[src/rtl/data_island_packet_deserializer_pkg.sv]
// Shared constants, FSM state type and serial BCH helpers for the data island
// packet deserializer.
package data_island_packet_deserializer_pkg;

    localparam int PACKET_CLOCKS        = 32;
    localparam int HEADER_DATA_BITS     = 24;
    localparam int SUBPACKET_DATA_BITS  = 56;
    localparam int ECC_BITS             = 8;
    localparam int SUBPACKETS           = 4;
    localparam int HEADER_DATA_CLOCKS   = 24;
    localparam int SUBPACKET_DATA_CLOCKS = 28;

    localparam logic [ECC_BITS-1:0] BCH_POLY = 8'h83;
    localparam logic [4:0] LAST_CLOCK        = 5'(PACKET_CLOCKS - 1);

    typedef enum logic [1:0] {
        ST_IDLE    = 2'd0,
        ST_RECEIVE = 2'd1,
        ST_DONE    = 2'd2
    } state_t;

    // One serial step of the BCH accumulator for data bit d.
    function automatic logic [ECC_BITS-1:0] bch_step(input logic [ECC_BITS-1:0] ecc,
                                                     input logic d);
        logic fb;
        fb = d ^ ecc[0];
        if (fb) begin
            return {1'b0, ecc[ECC_BITS-1:1]} ^ BCH_POLY;
        end else begin
            return {1'b0, ecc[ECC_BITS-1:1]};
        end
    endfunction

    // Syndrome produced by a single flipped data bit at position pos of a
    // data_bits long block: inject a 1 at that step, zeros afterwards.
    function automatic logic [ECC_BITS-1:0] bch_signature(input int data_bits, input int pos);
        logic [ECC_BITS-1:0] s;
        s = bch_step(8'h00, 1'b1);
        for (int i = pos + 1; i < data_bits; i++) begin
            s = bch_step(s, 1'b0);
        end
        return s;
    endfunction

endpackage

[src/rtl/data_island_packet_deserializer_bch_ecc_checker.sv]
// Serial BCH checker for one ECC block (header: 1 bit/clock over 24 clocks,
// subpacket: 2 bits/clock over 28 clocks). Accumulates the ECC over the data
// clocks, collects the received ECC over the remaining clocks and exposes the
// syndrome. With ECC_CORRECT_EN defined it also exposes a one-hot mask of the
// single bit position (data then ECC) whose signature matches the syndrome.
module data_island_packet_deserializer_bch_ecc_checker
    import data_island_packet_deserializer_pkg::*;
#(
    parameter int BITS_PER_CLOCK = 1,
    parameter int DATA_CLOCKS    = 24
) (
    input  logic                      clock,
    input  logic                      reset,
    input  logic                      sample,
    input  logic                      first,
    input  logic [4:0]                slot,
    input  logic [BITS_PER_CLOCK-1:0] bits,
    output logic [ECC_BITS-1:0]       syndrome
`ifdef ECC_CORRECT_EN
    ,
    output logic [BITS_PER_CLOCK*DATA_CLOCKS+ECC_BITS-1:0] correct_mask
`endif
);

    localparam int         DATA_BITS  = BITS_PER_CLOCK * DATA_CLOCKS;
    localparam logic [4:0] DATA_SLOTS = 5'(DATA_CLOCKS);

    logic [ECC_BITS-1:0] acc_r;
    logic [ECC_BITS-1:0] rx_r;
    logic [ECC_BITS-1:0] acc_base_s;
    logic [ECC_BITS-1:0] acc_next_s;

    // Next accumulator value: restart from zero on packet clock 0, even bit first.
    always_comb begin
        if (first) begin
            acc_base_s = 8'h00;
        end else begin
            acc_base_s = acc_r;
        end
        acc_next_s = acc_base_s;
        for (int b = 0; b < BITS_PER_CLOCK; b++) begin
            acc_next_s = bch_step(acc_next_s, bits[b]);
        end
    end

    // Accumulate during data clocks, shift received ECC in LSB first afterwards.
    always_ff @(posedge clock) begin
        if (reset) begin
            acc_r <= 8'h00;
            rx_r  <= 8'h00;
        end else if (sample) begin
            if (slot < DATA_SLOTS) begin
                acc_r <= acc_next_s;
            end else begin
                rx_r <= {bits, rx_r[ECC_BITS-1:BITS_PER_CLOCK]};
            end
        end
    end

    assign syndrome = acc_r ^ rx_r;

`ifdef ECC_CORRECT_EN
    for (genvar p = 0; p < DATA_BITS; p++) begin : g_data_sig
        localparam logic [ECC_BITS-1:0] SIG = bch_signature(DATA_BITS, p);
        assign correct_mask[p] = (syndrome == SIG);
    end
    for (genvar j = 0; j < ECC_BITS; j++) begin : g_ecc_sig
        assign correct_mask[DATA_BITS+j] = (syndrome == (8'h01 << j));
    end
`endif

endmodule

[src/rtl/data_island_packet_deserializer.sv]
// Data island packet deserializer: rebuilds the 24-bit header and four 56-bit
// subpackets from 32 clocks of decoded TERC4 nibbles, checks every BCH block
// and presents the packet with status as a one-cycle pulse.
// Optional feature macro: ECC_CORRECT_EN (single-bit correction, one extra
// pipeline stage). Without it the block detects only and reports raw data.
module data_island_packet_deserializer
    import data_island_packet_deserializer_pkg::*;
(
    input  logic        clock,
    input  logic        reset,
    input  logic        terc4Valid,
    input  logic [3:0]  terc4channel0,
    input  logic [3:0]  terc4channel1,
    input  logic [3:0]  terc4channel2,
    output logic [23:0] header,
    output logic [55:0] subpacket0,
    output logic [55:0] subpacket1,
    output logic [55:0] subpacket2,
    output logic [55:0] subpacket3,
    output logic        packetValid,
    output logic        headerEccOk,
    output logic [3:0]  subpacketEccOk,
    output logic        framingError,
    output logic        hsync,
    output logic        vsync
);

    localparam logic [4:0] HDR_SLOTS = 5'(HEADER_DATA_CLOCKS);
    localparam logic [4:0] SP_SLOTS  = 5'(SUBPACKET_DATA_CLOCKS);

    state_t     state_r, state_s;
    logic [4:0] count_r, count_s;
    logic       start_s, sample_s, first_s, done_s, framing_s;
    logic [4:0] slot_s;

    logic [HEADER_DATA_BITS-1:0]    hdr_shift_r;
    logic [SUBPACKET_DATA_BITS-1:0] sp_shift_r [SUBPACKETS];

    logic [ECC_BITS-1:0]   hdr_syn_s;
    logic [ECC_BITS-1:0]   sp_syn_s [SUBPACKETS];
    logic                  hdr_ok_s;
    logic [SUBPACKETS-1:0] sp_ok_s;

    logic [HEADER_DATA_BITS-1:0]    header_r;
    logic [SUBPACKET_DATA_BITS-1:0] sp_out_r [SUBPACKETS];
    logic                           packet_valid_r;
    logic                           header_ok_r;
    logic [SUBPACKETS-1:0]          sp_ok_r;
    logic                           framing_r;
    logic                           hsync_r;
    logic                           vsync_r;

    // A clock-0 symbol is the only one with channel 0 bit 3 cleared.
    assign start_s = terc4Valid & ~terc4channel0[3];

    // FSM state and symbol counter register.
    always_ff @(posedge clock) begin
        if (reset) begin
            state_r <= ST_IDLE;
            count_r <= 5'd0;
        end else begin
            state_r <= state_s;
            count_r <= count_s;
        end
    end

    // Next state, symbol acceptance and framing decisions.
    always_comb begin
        state_s   = state_r;
        count_s   = count_r;
        sample_s  = 1'b0;
        first_s   = 1'b0;
        done_s    = 1'b0;
        framing_s = 1'b0;
        case (state_r)
            ST_IDLE: begin
                if (start_s) begin
                    sample_s = 1'b1;
                    first_s  = 1'b1;
                    count_s  = 5'd1;
                    state_s  = ST_RECEIVE;
                end else begin
                    state_s = ST_IDLE;
                end
            end
            ST_RECEIVE: begin
                if (!terc4Valid) begin
                    framing_s = 1'b1;
                    count_s   = 5'd0;
                    state_s   = ST_IDLE;
                end else if (!terc4channel0[3]) begin
                    // Early restart: this symbol is clock 0 of a new packet.
                    framing_s = 1'b1;
                    sample_s  = 1'b1;
                    first_s   = 1'b1;
                    count_s   = 5'd1;
                    state_s   = ST_RECEIVE;
                end else begin
                    sample_s = 1'b1;
                    if (count_r == LAST_CLOCK) begin
                        count_s = 5'd0;
                        state_s = ST_DONE;
                    end else begin
                        count_s = count_r + 5'd1;
                        state_s = ST_RECEIVE;
                    end
                end
            end
            ST_DONE: begin
                done_s = 1'b1;
                if (start_s) begin
                    // Back-to-back packet: accept its clock 0 right away.
                    sample_s = 1'b1;
                    first_s  = 1'b1;
                    count_s  = 5'd1;
                    state_s  = ST_RECEIVE;
                end else begin
                    count_s = 5'd0;
                    state_s = ST_IDLE;
                end
            end
            default: begin
                count_s = 5'd0;
                state_s = ST_IDLE;
            end
        endcase
        if (first_s) begin
            slot_s = 5'd0;
        end else begin
            slot_s = count_r;
        end
    end

    // Shift header and subpacket data bits in LSB first during their data clocks.
    always_ff @(posedge clock) begin
        if (reset) begin
            hdr_shift_r <= '0;
            for (int i = 0; i < SUBPACKETS; i++) begin
                sp_shift_r[i] <= '0;
            end
        end else if (sample_s) begin
            if (slot_s < HDR_SLOTS) begin
                hdr_shift_r <= {terc4channel0[2], hdr_shift_r[HEADER_DATA_BITS-1:1]};
            end
            if (slot_s < SP_SLOTS) begin
                for (int i = 0; i < SUBPACKETS; i++) begin
                    sp_shift_r[i] <= {terc4channel2[i], terc4channel1[i],
                                      sp_shift_r[i][SUBPACKET_DATA_BITS-1:2]};
                end
            end
        end
    end

`ifdef ECC_CORRECT_EN
    logic [HEADER_DATA_BITS+ECC_BITS-1:0]    hdr_mask_s;
    logic [SUBPACKET_DATA_BITS+ECC_BITS-1:0] sp_mask_s [SUBPACKETS];
`endif

    data_island_packet_deserializer_bch_ecc_checker #(
        .BITS_PER_CLOCK (1),
        .DATA_CLOCKS    (HEADER_DATA_CLOCKS)
    ) u_hdr_chk (
        .clock    (clock),
        .reset    (reset),
        .sample   (sample_s),
        .first    (first_s),
        .slot     (slot_s),
        .bits     (terc4channel0[2]),
        .syndrome (hdr_syn_s)
`ifdef ECC_CORRECT_EN
        ,
        .correct_mask (hdr_mask_s)
`endif
    );

    for (genvar i = 0; i < SUBPACKETS; i++) begin : g_sp_chk
        data_island_packet_deserializer_bch_ecc_checker #(
            .BITS_PER_CLOCK (2),
            .DATA_CLOCKS    (SUBPACKET_DATA_CLOCKS)
        ) u_sp_chk (
            .clock    (clock),
            .reset    (reset),
            .sample   (sample_s),
            .first    (first_s),
            .slot     (slot_s),
            .bits     ({terc4channel2[i], terc4channel1[i]}),
            .syndrome (sp_syn_s[i])
`ifdef ECC_CORRECT_EN
            ,
            .correct_mask (sp_mask_s[i])
`endif
        );
    end

    // Clean-syndrome flags per ECC block.
    always_comb begin
        hdr_ok_s = (hdr_syn_s == 8'h00);
        for (int i = 0; i < SUBPACKETS; i++) begin
            sp_ok_s[i] = (sp_syn_s[i] == 8'h00);
        end
    end

`ifdef ECC_CORRECT_EN
    logic                                    pipe_valid_r;
    logic [HEADER_DATA_BITS-1:0]             pipe_hdr_r;
    logic                                    pipe_hdr_ok_r;
    logic [HEADER_DATA_BITS+ECC_BITS-1:0]    pipe_hdr_mask_r;
    logic [SUBPACKET_DATA_BITS-1:0]          pipe_sp_r [SUBPACKETS];
    logic [SUBPACKETS-1:0]                   pipe_sp_ok_r;
    logic [SUBPACKET_DATA_BITS+ECC_BITS-1:0] pipe_sp_mask_r [SUBPACKETS];

    // Capture raw packet, clean flags and correction masks at the end of a packet.
    always_ff @(posedge clock) begin
        if (reset) begin
            pipe_valid_r    <= 1'b0;
            pipe_hdr_r      <= '0;
            pipe_hdr_ok_r   <= 1'b0;
            pipe_hdr_mask_r <= '0;
            pipe_sp_ok_r    <= 4'h0;
            for (int i = 0; i < SUBPACKETS; i++) begin
                pipe_sp_r[i]      <= '0;
                pipe_sp_mask_r[i] <= '0;
            end
        end else begin
            pipe_valid_r <= done_s;
            if (done_s) begin
                pipe_hdr_r      <= hdr_shift_r;
                pipe_hdr_ok_r   <= hdr_ok_s;
                pipe_hdr_mask_r <= hdr_mask_s;
                pipe_sp_ok_r    <= sp_ok_s;
                for (int i = 0; i < SUBPACKETS; i++) begin
                    pipe_sp_r[i]      <= sp_shift_r[i];
                    pipe_sp_mask_r[i] <= sp_mask_s[i];
                end
            end
        end
    end

    // Apply single-bit corrections and publish the packet one stage later.
    always_ff @(posedge clock) begin
        if (reset) begin
            packet_valid_r <= 1'b0;
            header_r       <= '0;
            header_ok_r    <= 1'b0;
            sp_ok_r        <= 4'h0;
            for (int i = 0; i < SUBPACKETS; i++) begin
                sp_out_r[i] <= '0;
            end
        end else begin
            packet_valid_r <= pipe_valid_r;
            if (pipe_valid_r) begin
                header_r    <= pipe_hdr_r ^ pipe_hdr_mask_r[HEADER_DATA_BITS-1:0];
                header_ok_r <= pipe_hdr_ok_r | (|pipe_hdr_mask_r);
                for (int i = 0; i < SUBPACKETS; i++) begin
                    sp_out_r[i] <= pipe_sp_r[i] ^ pipe_sp_mask_r[i][SUBPACKET_DATA_BITS-1:0];
                    sp_ok_r[i]  <= pipe_sp_ok_r[i] | (|pipe_sp_mask_r[i]);
                end
            end
        end
    end
`else
    // Publish the raw packet and clean flags in the cycle after DONE.
    always_ff @(posedge clock) begin
        if (reset) begin
            packet_valid_r <= 1'b0;
            header_r       <= '0;
            header_ok_r    <= 1'b0;
            sp_ok_r        <= 4'h0;
            for (int i = 0; i < SUBPACKETS; i++) begin
                sp_out_r[i] <= '0;
            end
        end else begin
            packet_valid_r <= done_s;
            if (done_s) begin
                header_r    <= hdr_shift_r;
                header_ok_r <= hdr_ok_s;
                sp_ok_r     <= sp_ok_s;
                for (int i = 0; i < SUBPACKETS; i++) begin
                    sp_out_r[i] <= sp_shift_r[i];
                end
            end
        end
    end
`endif

    // Framing pulse and sync flags, tracked independently of the packet FSM.
    always_ff @(posedge clock) begin
        if (reset) begin
            framing_r <= 1'b0;
            hsync_r   <= 1'b0;
            vsync_r   <= 1'b0;
        end else begin
            framing_r <= framing_s;
            if (terc4Valid) begin
                hsync_r <= terc4channel0[0];
                vsync_r <= terc4channel0[1];
            end
        end
    end

    assign header         = header_r;
    assign subpacket0     = sp_out_r[0];
    assign subpacket1     = sp_out_r[1];
    assign subpacket2     = sp_out_r[2];
    assign subpacket3     = sp_out_r[3];
    assign packetValid    = packet_valid_r;
    assign headerEccOk    = header_ok_r;
    assign subpacketEccOk = sp_ok_r;
    assign framingError   = framing_r;
    assign hsync          = hsync_r;
    assign vsync          = vsync_r;

endmodule
[config.mk]
export PLATFORM = sky130hd
export DESIGN_NAME = data_island_packet_deserializer
export DESIGN_NICKNAME = d
export VERILOG_FILES = /design/src/rtl/data_island_packet_deserializer_pkg.sv /design/src/rtl/data_island_packet_deserializer_bch_ecc_checker.sv /design/src/rtl/data_island_packet_deserializer.sv
export SDC_FILE = /design/constraint.sdc
export NUM_CORES = 1
export LEC_CHECK = 0
export CELL_PAD_IN_SITES_DETAIL_PLACEMENT = 1
export CELL_PAD_IN_SITES_GLOBAL_PLACEMENT = 2
export CORE_UTILIZATION = 39
export DETAILED_ROUTE_END_ITERATION = 10
export GPL_ROUTABILITY_DRIVEN = 0
export PLACE_DENSITY_LB_ADDON = 0.1
export SYNTH_ARGS = -nofsm -noshare
export SYNTH_HDL_FRONTEND = slang
export SYNTH_SLANG_ARGS = --single-unit
export TNS_END_PERCENT = 10
[constraint.sdc]
create_clock -name clock -period 10 [get_ports clock]
set_input_delay 2 -clock clock [delete_from_list [all_inputs] [get_ports clock]]
set_output_delay 2 -clock clock [all_outputs]
set_load 0.02 [all_outputs]
==> run_results.csv, run 1 <==
group,metric,value,unit
outcome,outcome,"finished, final reports clean",
layout,regArea,16300,µm²
synthesis,synth.avg_cell_area,14.0,µm²
power_and_ir_drop,power_switching,1.17,mW
power_and_ir_drop,p_seq_share,52.8,%
synthesis,ys_async_sr_fraction,0,%
synthesis,ys.flop_type,"edfxtp_1",
synthesis,synth_cells,1587,
global_routing,antenna_found_initial,0,
sta,hold_slack,0.465,ns
placed_design,hpwl,29.6,mm
power_and_ir_drop,p_comb_share,5.8,%
die,die_h,241,µm
global_routing,grt_max_degree,242,
sta,fmax,185,MHz
synthesis,ys_ff_latch,592,
setup_path,critPathBufInv,3,
layout,syn_to_final_growth,24.0,%
layout,post_route_cells_drive_above_1_share,5.73,%
global_routing,grt_pass1_vias,12800,
setup_path,crit_fanout,112,
power_and_ir_drop,p_leak,9.97,nW
sta,setup_viol,0,
synthesis,syn_area,22300,µm²
route,drt-initial-drc-count,830,
clocking,cts_tree,"yes",
die,io_pins,272,
placed_design,portBuffers,271,
sta,setup_tns,0,ns
setup_path,critical_path_class,"in2reg",
layout,fin_cells,2642,
die,fp.dieArea,58100,µm²
clocking,htree_levels,2,
placed_design,placedCellCount,2532,
sta,rsz0062_at_grt,"false",
global_routing,gr-total-overflow,0,
power_and_ir_drop,power.internal,4.18,mW
layout,multi_input_area,5520,µm²
setup_path,max_stage_delay,0.79,ns
sta,drv_slew,0,
clocking,clock_latency,0.61,ns
power_and_ir_drop,power.total,5.35,mW
route,first_pass_iters,5,
setup_path,endpoint_kind,"flip-flop",
route,routed_wl,49.0,mm
sta,fin_crit_sh,54.0,%
route,routedWlPerCell,18.6,µm
synthesis,synthDistinctLibCells,43,
layout,final_common_cell,"and2_1",
power_and_ir_drop,power_density,194,nW/µm²
clocking,ctsResizeCount,0,
synthesis,synth.top_cell.area_share,60.4,%
setup_path,path_delay_family,"buffers and inverters",
die,initial_core_util,39.5,%
clocking,clkSlewWorstSetupHoldPaths,0.06,ns
sta,post-route-min-period,5.40,ns
setup_path,path_depth,6,
global_routing,grt_pass1_wl,74.3,mm
synthesis,synth_enable_flop_cells,448,
hold_path,hold_path.class,"reg2reg",
power_and_ir_drop,pwr-share-clk,41.5,%
route,num_vias,12600,
sta,finalWorstSetupSlack,4.60,ns
route,drc,0,
die,core,56400,µm²
setup_path,worstRegToRegCells,5,
route,ant_nets,0,
clocking,clk_path_buf_depth,3,
clocking,post_cts_buffers,0,
power_and_ir_drop,ir_drop,0.141,mV
sta,clock_skew,0.0136,ns
layout,fill_cells,5683,
clocking,postCtsHoldBufs,0,
sta,finalHoldViolCount,0,
setup_path,ff2ff_setup_slack,6.57,ns
clocking,cts_buffers,61,
setup_path,path_cells,"clkdlybuf4s50_1 > nor2b_1 > a21oi_2 > o21ba_2 > inv_8 > buf_4",
hold_path,whs_path_depth,2,
sta,slew_headroom,27.8,%
sta,worst_pin_slew,1.08,ns
layout,final_cell_mix,"and2_1, edfxtp_1, clkdlybuf4s50_1",
setup_path,crit_required,10.22,ns
synthesis,yosys_warnings,0,
clocking,cts-root-buf,"clkbuf_16",
power_and_ir_drop,p_sw_share,21.8,%
setup_path,setup.worst_path.start_class,"input pin",
layout,nNetsFinal,1856,
synthesis,synth_top_area_cell,"edfxtp_1",
route,routed_via_density,4.77,
clocking,cts.sinks,592,
global_routing,grt_usage,16.6,%
setup_path,worstPathArrival,5.62,ns
job,cap_violations,0,
synthesis,ys_top_cells_by_area,"edfxtp_1, dfxtp_1, and2_1",
setup_path,worst_path_max_delay_cell,"buf_4",
synthesis,yosysSeqAreaShare,73.3,%
synthesis,syn_nets,1604,
die,die_w,241,µm
die,std_cell_rows,87,
placed_design,pre_cts_slack,3.92,ns
## Yosys cell counts, drive strengths merged (2+ instances only)
| cell type | instances |
|---|---|
| buf | 25 |
| a22oi | 2 |
| o21ai | 28 |
| clkbuf | 69 |
| and2 | 449 |
| nor3b | 2 |
| a21oi | 73 |
| a32o | 4 |
| a2111oi | 2 |
| xnor2 | 34 |
| mux2i | 2 |
| a211oi | 7 |
| inv | 7 |
| nand3 | 23 |
| edfxtp | 448 |
| nand2b | 4 |
| nor2 | 11 |
| nor3 | 7 |
| dfxtp | 144 |
| nand2 | 134 |
| a22o | 52 |
| xor2 | 37 |
| a21o | 5 |
| ha | 2 |
| nor4 | 5 |
## cell families (layout without fill, tap and decap cells)
family | count (synthesis) | count (layout) | synth area share (%)
other cells | 0 | 1 | 0
simple gates | 641 | 641 | 16.4
fa+ha+maj | 2 | 2 | 0.112
flops | 592 | 592 | 73.3
buf+inv | 101 | 399 | 1.98
mux | 2 | 2 | 0.0899
xor+xnor | 71 | 71 | 2.79
compound gates | 178 | 178 | 5.27
## cell type report
class,count,share of cell area [%]
multi-input combinational,894,20.0
clock inverter,14,0.322
sequential,592,59.1
inverter,7,0.149
clock buffer,95,6.77
antenna,1,0.00906
timing repair buffer,283,10.2
tap,756,3.42
## worst reg2reg max path, cell delays in order, from the launching register on
cell	delay, ns
dfxtp_1	0.50
nand2b_1	0.25
nand3_2	0.16
o21ba_2	0.52
inv_8	0.69
buf_4	0.85
## sequential cells by signal, summed over array words and instances (netlist names)
register / flops
hsync: 1
count_r: 5
state_r: 2
sp_out_r: 224
header: 24
subpacketEccOk: 4
headerEccOk: 1
g_sp_chk.u_sp_chk.acc_r: 32
vsync: 1
u_hdr_chk.acc_r: 8
framingError: 1
sp_shift_r: 224
g_sp_chk.u_sp_chk.rx_r: 32
packetValid: 1
u_hdr_chk.rx_r: 8
hdr_shift_r: 24
## metal layers
| metal | wire length (µm) | vias to the layer above | track usage (%) |
|---|---|---|---|
| met5 | 0 | - | 0 |
| met4 | 771 | 0 | 4.18 |
| met3 | 2280 | 60 | 3.27 |
| met2 | 24100 | 235 | 27.5 |
| met1 | 21900 | 6282 | 22.4 |
| li1 | - | 6017 | - |
## worst paths after layout
path	start	to
setup reg to reg	state_r[0]$_SDFF_PP0_	sp_shift_r[1][38]$_SDFFCE_PN0P_
hold reg to reg	hdr_shift_r[0]$_SDFFE_PP0P_	hdr_shift_r[0]$_SDFFE_PP0P_
setup / recovery	terc4Valid	sp_shift_r[1][38]$_SDFFCE_PN0P_
hold / removal	hdr_shift_r[0]$_SDFFE_PP0P_	hdr_shift_r[0]$_SDFFE_PP0P_
## power groups by stage
stage          Clock [mW]  Sequential (mW)  Combinational, mW
2_1_floorplan           0             2.93              0.109
3_3_place_gp            0             2.87              0.309
3_5_place_dp            0             2.88              0.314
4_1_cts              2.29             2.83              0.315
5_1_grt              2.37             2.83              0.332
6_report             2.22             2.82              0.308
## per-stage QoR
step | util [%] | instance area [µm²]
after floorplan | - | 22300
after global placement | 45.5 | 25700
after detailed placement | 45.5 | 25700
after CTS | 49.0 | 27600
after global routing | 49.0 | 27600
final | 49.0 | 27600
No activity file was read; power rests on OpenSTA's default activity.
==> inputs of run 2 (changes only) <==
- CORE_UTILIZATION: 39 -> 35
- clock period: 10 -> 4.81 ns (I/O delays scaled with it)
==> run_results.csv, run 2 (same netlist as run 1, synthesis figures left out) <==
group,metric,value,unit
outcome,outcome,"finished, final reports clean",
placed_design,pre_cts_slack,0.942,ns
route,routedWlPerCell,18.1,µm
layout,largestRegisters,"sp_out_r (224), sp_shift_r (224)",
global_routing,antenna_found_initial,0,
layout,final_cell_mix,"and2_1, edfxtp_1, clkdlybuf4s50_1",
layout,nNetsFinal,1877,
route,drt-initial-drc-count,604,
global_routing,grt_max_degree,155,
sta,worst_pin_slew,1.07,ns
die,io_pins,272,
sta,slew_headroom,28.7,%
clocking,clock_latency,0.59,ns
route,ant_nets,0,
power_and_ir_drop,power_density,406,nW/µm²
sta,drv_slew,0,
die,core,63000,µm²
layout,syn_to_final_growth,25.8,%
sta,clock_skew,0.0194,ns
die,std_cell_rows,92,
sta,setup_viol,0,
setup_path,worst_path_max_delay_cell,"clkdlybuf4s50_1",
clocking,cts_tree,"yes",
setup_path,critical_path_class,"in2reg",
layout,fin_cells,2761,
power_and_ir_drop,ir_drop,0.224,mV
setup_path,crit_fanout,81,
global_routing,grt_pass1_vias,13100,
clocking,clkSlewWorstSetupHoldPaths,0.06,ns
route,first_pass_iters,6,
setup_path,crit_required,5.08,ns
clocking,cts_buffers,68,
route,drc,0,
die,fp.dieArea,64700,µm²
die,initial_core_util,35.4,%
hold_path,hold_path.class,"reg2reg",
sta,post-route-min-period,3.21,ns
clocking,post_cts_buffers,0,
clocking,htree_levels,3,
sta,fin_crit_sh,66.8,%
placed_design,placedCellCount,2636,
placed_design,portBuffers,271,
clocking,clk_path_buf_depth,3,
setup_path,worstPathArrival,3.48,ns
layout,antenna_cells,0,
sta,finalWorstSetupSlack,1.60,ns
sta,rsz0062_at_grt,"false",
power_and_ir_drop,p_leak,10.1,nW
layout,utilization,44.5,%
die,die_h,254,µm
clocking,cts.sinks,592,
route,routed_via_density,4.60,
setup_path,max_stage_delay,0.67,ns
setup_path,path_cells,"clkdlybuf4s50_1 > nor2b_1 > buf_4 > a21oi_4 > o21ba_4 > clkinvlp_4 > buf_12",
clocking,cts-root-buf,"clkbuf_16",
die,die_w,254,µm
clocking,postCtsHoldBufs,0,
sta,finalHoldViolCount,0,
job,cap_violations,0,
setup_path,endpoint_kind,"flip-flop",
placed_design,hpwl,30.8,mm
layout,final_common_cell,"and2_1",
global_routing,grt_pass1_wl,76.7,mm
layout,fill_cells,6397,
sta,fmax,311,MHz
global_routing,gr-total-overflow,0,
clocking,ctsResizeCount,0,
setup_path,critPathBufInv,4,
setup_path,path_delay_family,"buffers and inverters",
global_routing,grt_usage,15.4,%
route,num_vias,12700,
route,routed_wl,50.1,mm
layout,post_route_cells_drive_above_1_share,6.58,%
setup_path,setup.worst_path.start_class,"input pin",
## run 2: cell types whose count changed in the layout (fill, tap and decap cells not counted), moves of 5 or more
cell | before | now
buf_4 | 10 | 20
clkbuf_1 | 18 | 23
clkbuf_16 | 67 | 72
clkbuf_8 | 8 | 1
clkinv_1 | 8 | 15
clkinv_2 | 4 | 9
## run 2: cell type report
cell class,instances,area (µm²),area share [%]
Sequential cell,592,16300,58.3
Multi-Input combinational cell,894,5530,19.7
Timing Repair Buffer,297,2980,10.6
Clock buffer,96,1900,6.79
Tap cell,846,1060,3.78
Clock inverter,29,184,0.656
Inverter,7,33.8,0.121
## run 2: worst paths after layout
check	endpoint	cells after the start	slack [ns]	startpoint
worst max-delay path	sp_shift_r[0][22]$_SDFFCE_PN0P_	7	1.60	terc4Valid
worst min-delay path	subpacketEccOk[3]$_SDFFE_PP0N_	2	0.46	subpacketEccOk[3]$_SDFFE_PP0N_
worst max register to register	sp_shift_r[0][22]$_SDFFCE_PN0P_	5	2.29	state_r[0]$_SDFF_PP0_
worst min register to register	subpacketEccOk[3]$_SDFFE_PP0N_	2	0.46	subpacketEccOk[3]$_SDFFE_PP0N_
## run 2: tightest hold or removal path, stage by stage, from the launching register on
cell and delay, ns:
dfxtp_1 0.32, nand2_1 0.05, o21ai_0 0.05
## run 2: power by group
group          switching, mW  internal (mW)
logic                  0.399          0.264
clock network           2.04           2.82
registers              0.118           5.74
total                   2.56           8.83
## run 2: per-stage QoR
stage	cell area (µm²)	setup TNS, ns	hold WS, ns	power [mW]
2_1_floorplan	22300	-268.06	0.436	6.30
5_1_grt	28000	0	0.489	11.8
4_1_cts	28000	0	0.470	11.6
3_5_place_dp	25900	0	0.457	6.65
3_3_place_gp	25900	0	0.445	6.63
6_report	28000	0	0.456	11.4
## run 2: per-layer routing
metal	vias to the layer above	share of wire (%)	global-route usage (%)	wire length, µm
met2	214	49	25.6	24300
met4	0	2.0	5.09	984
met5	-	0	0	0
met1	6347	45	20.2	22700
met3	71	4.2	2.87	2080
li1	6076	-	-	-
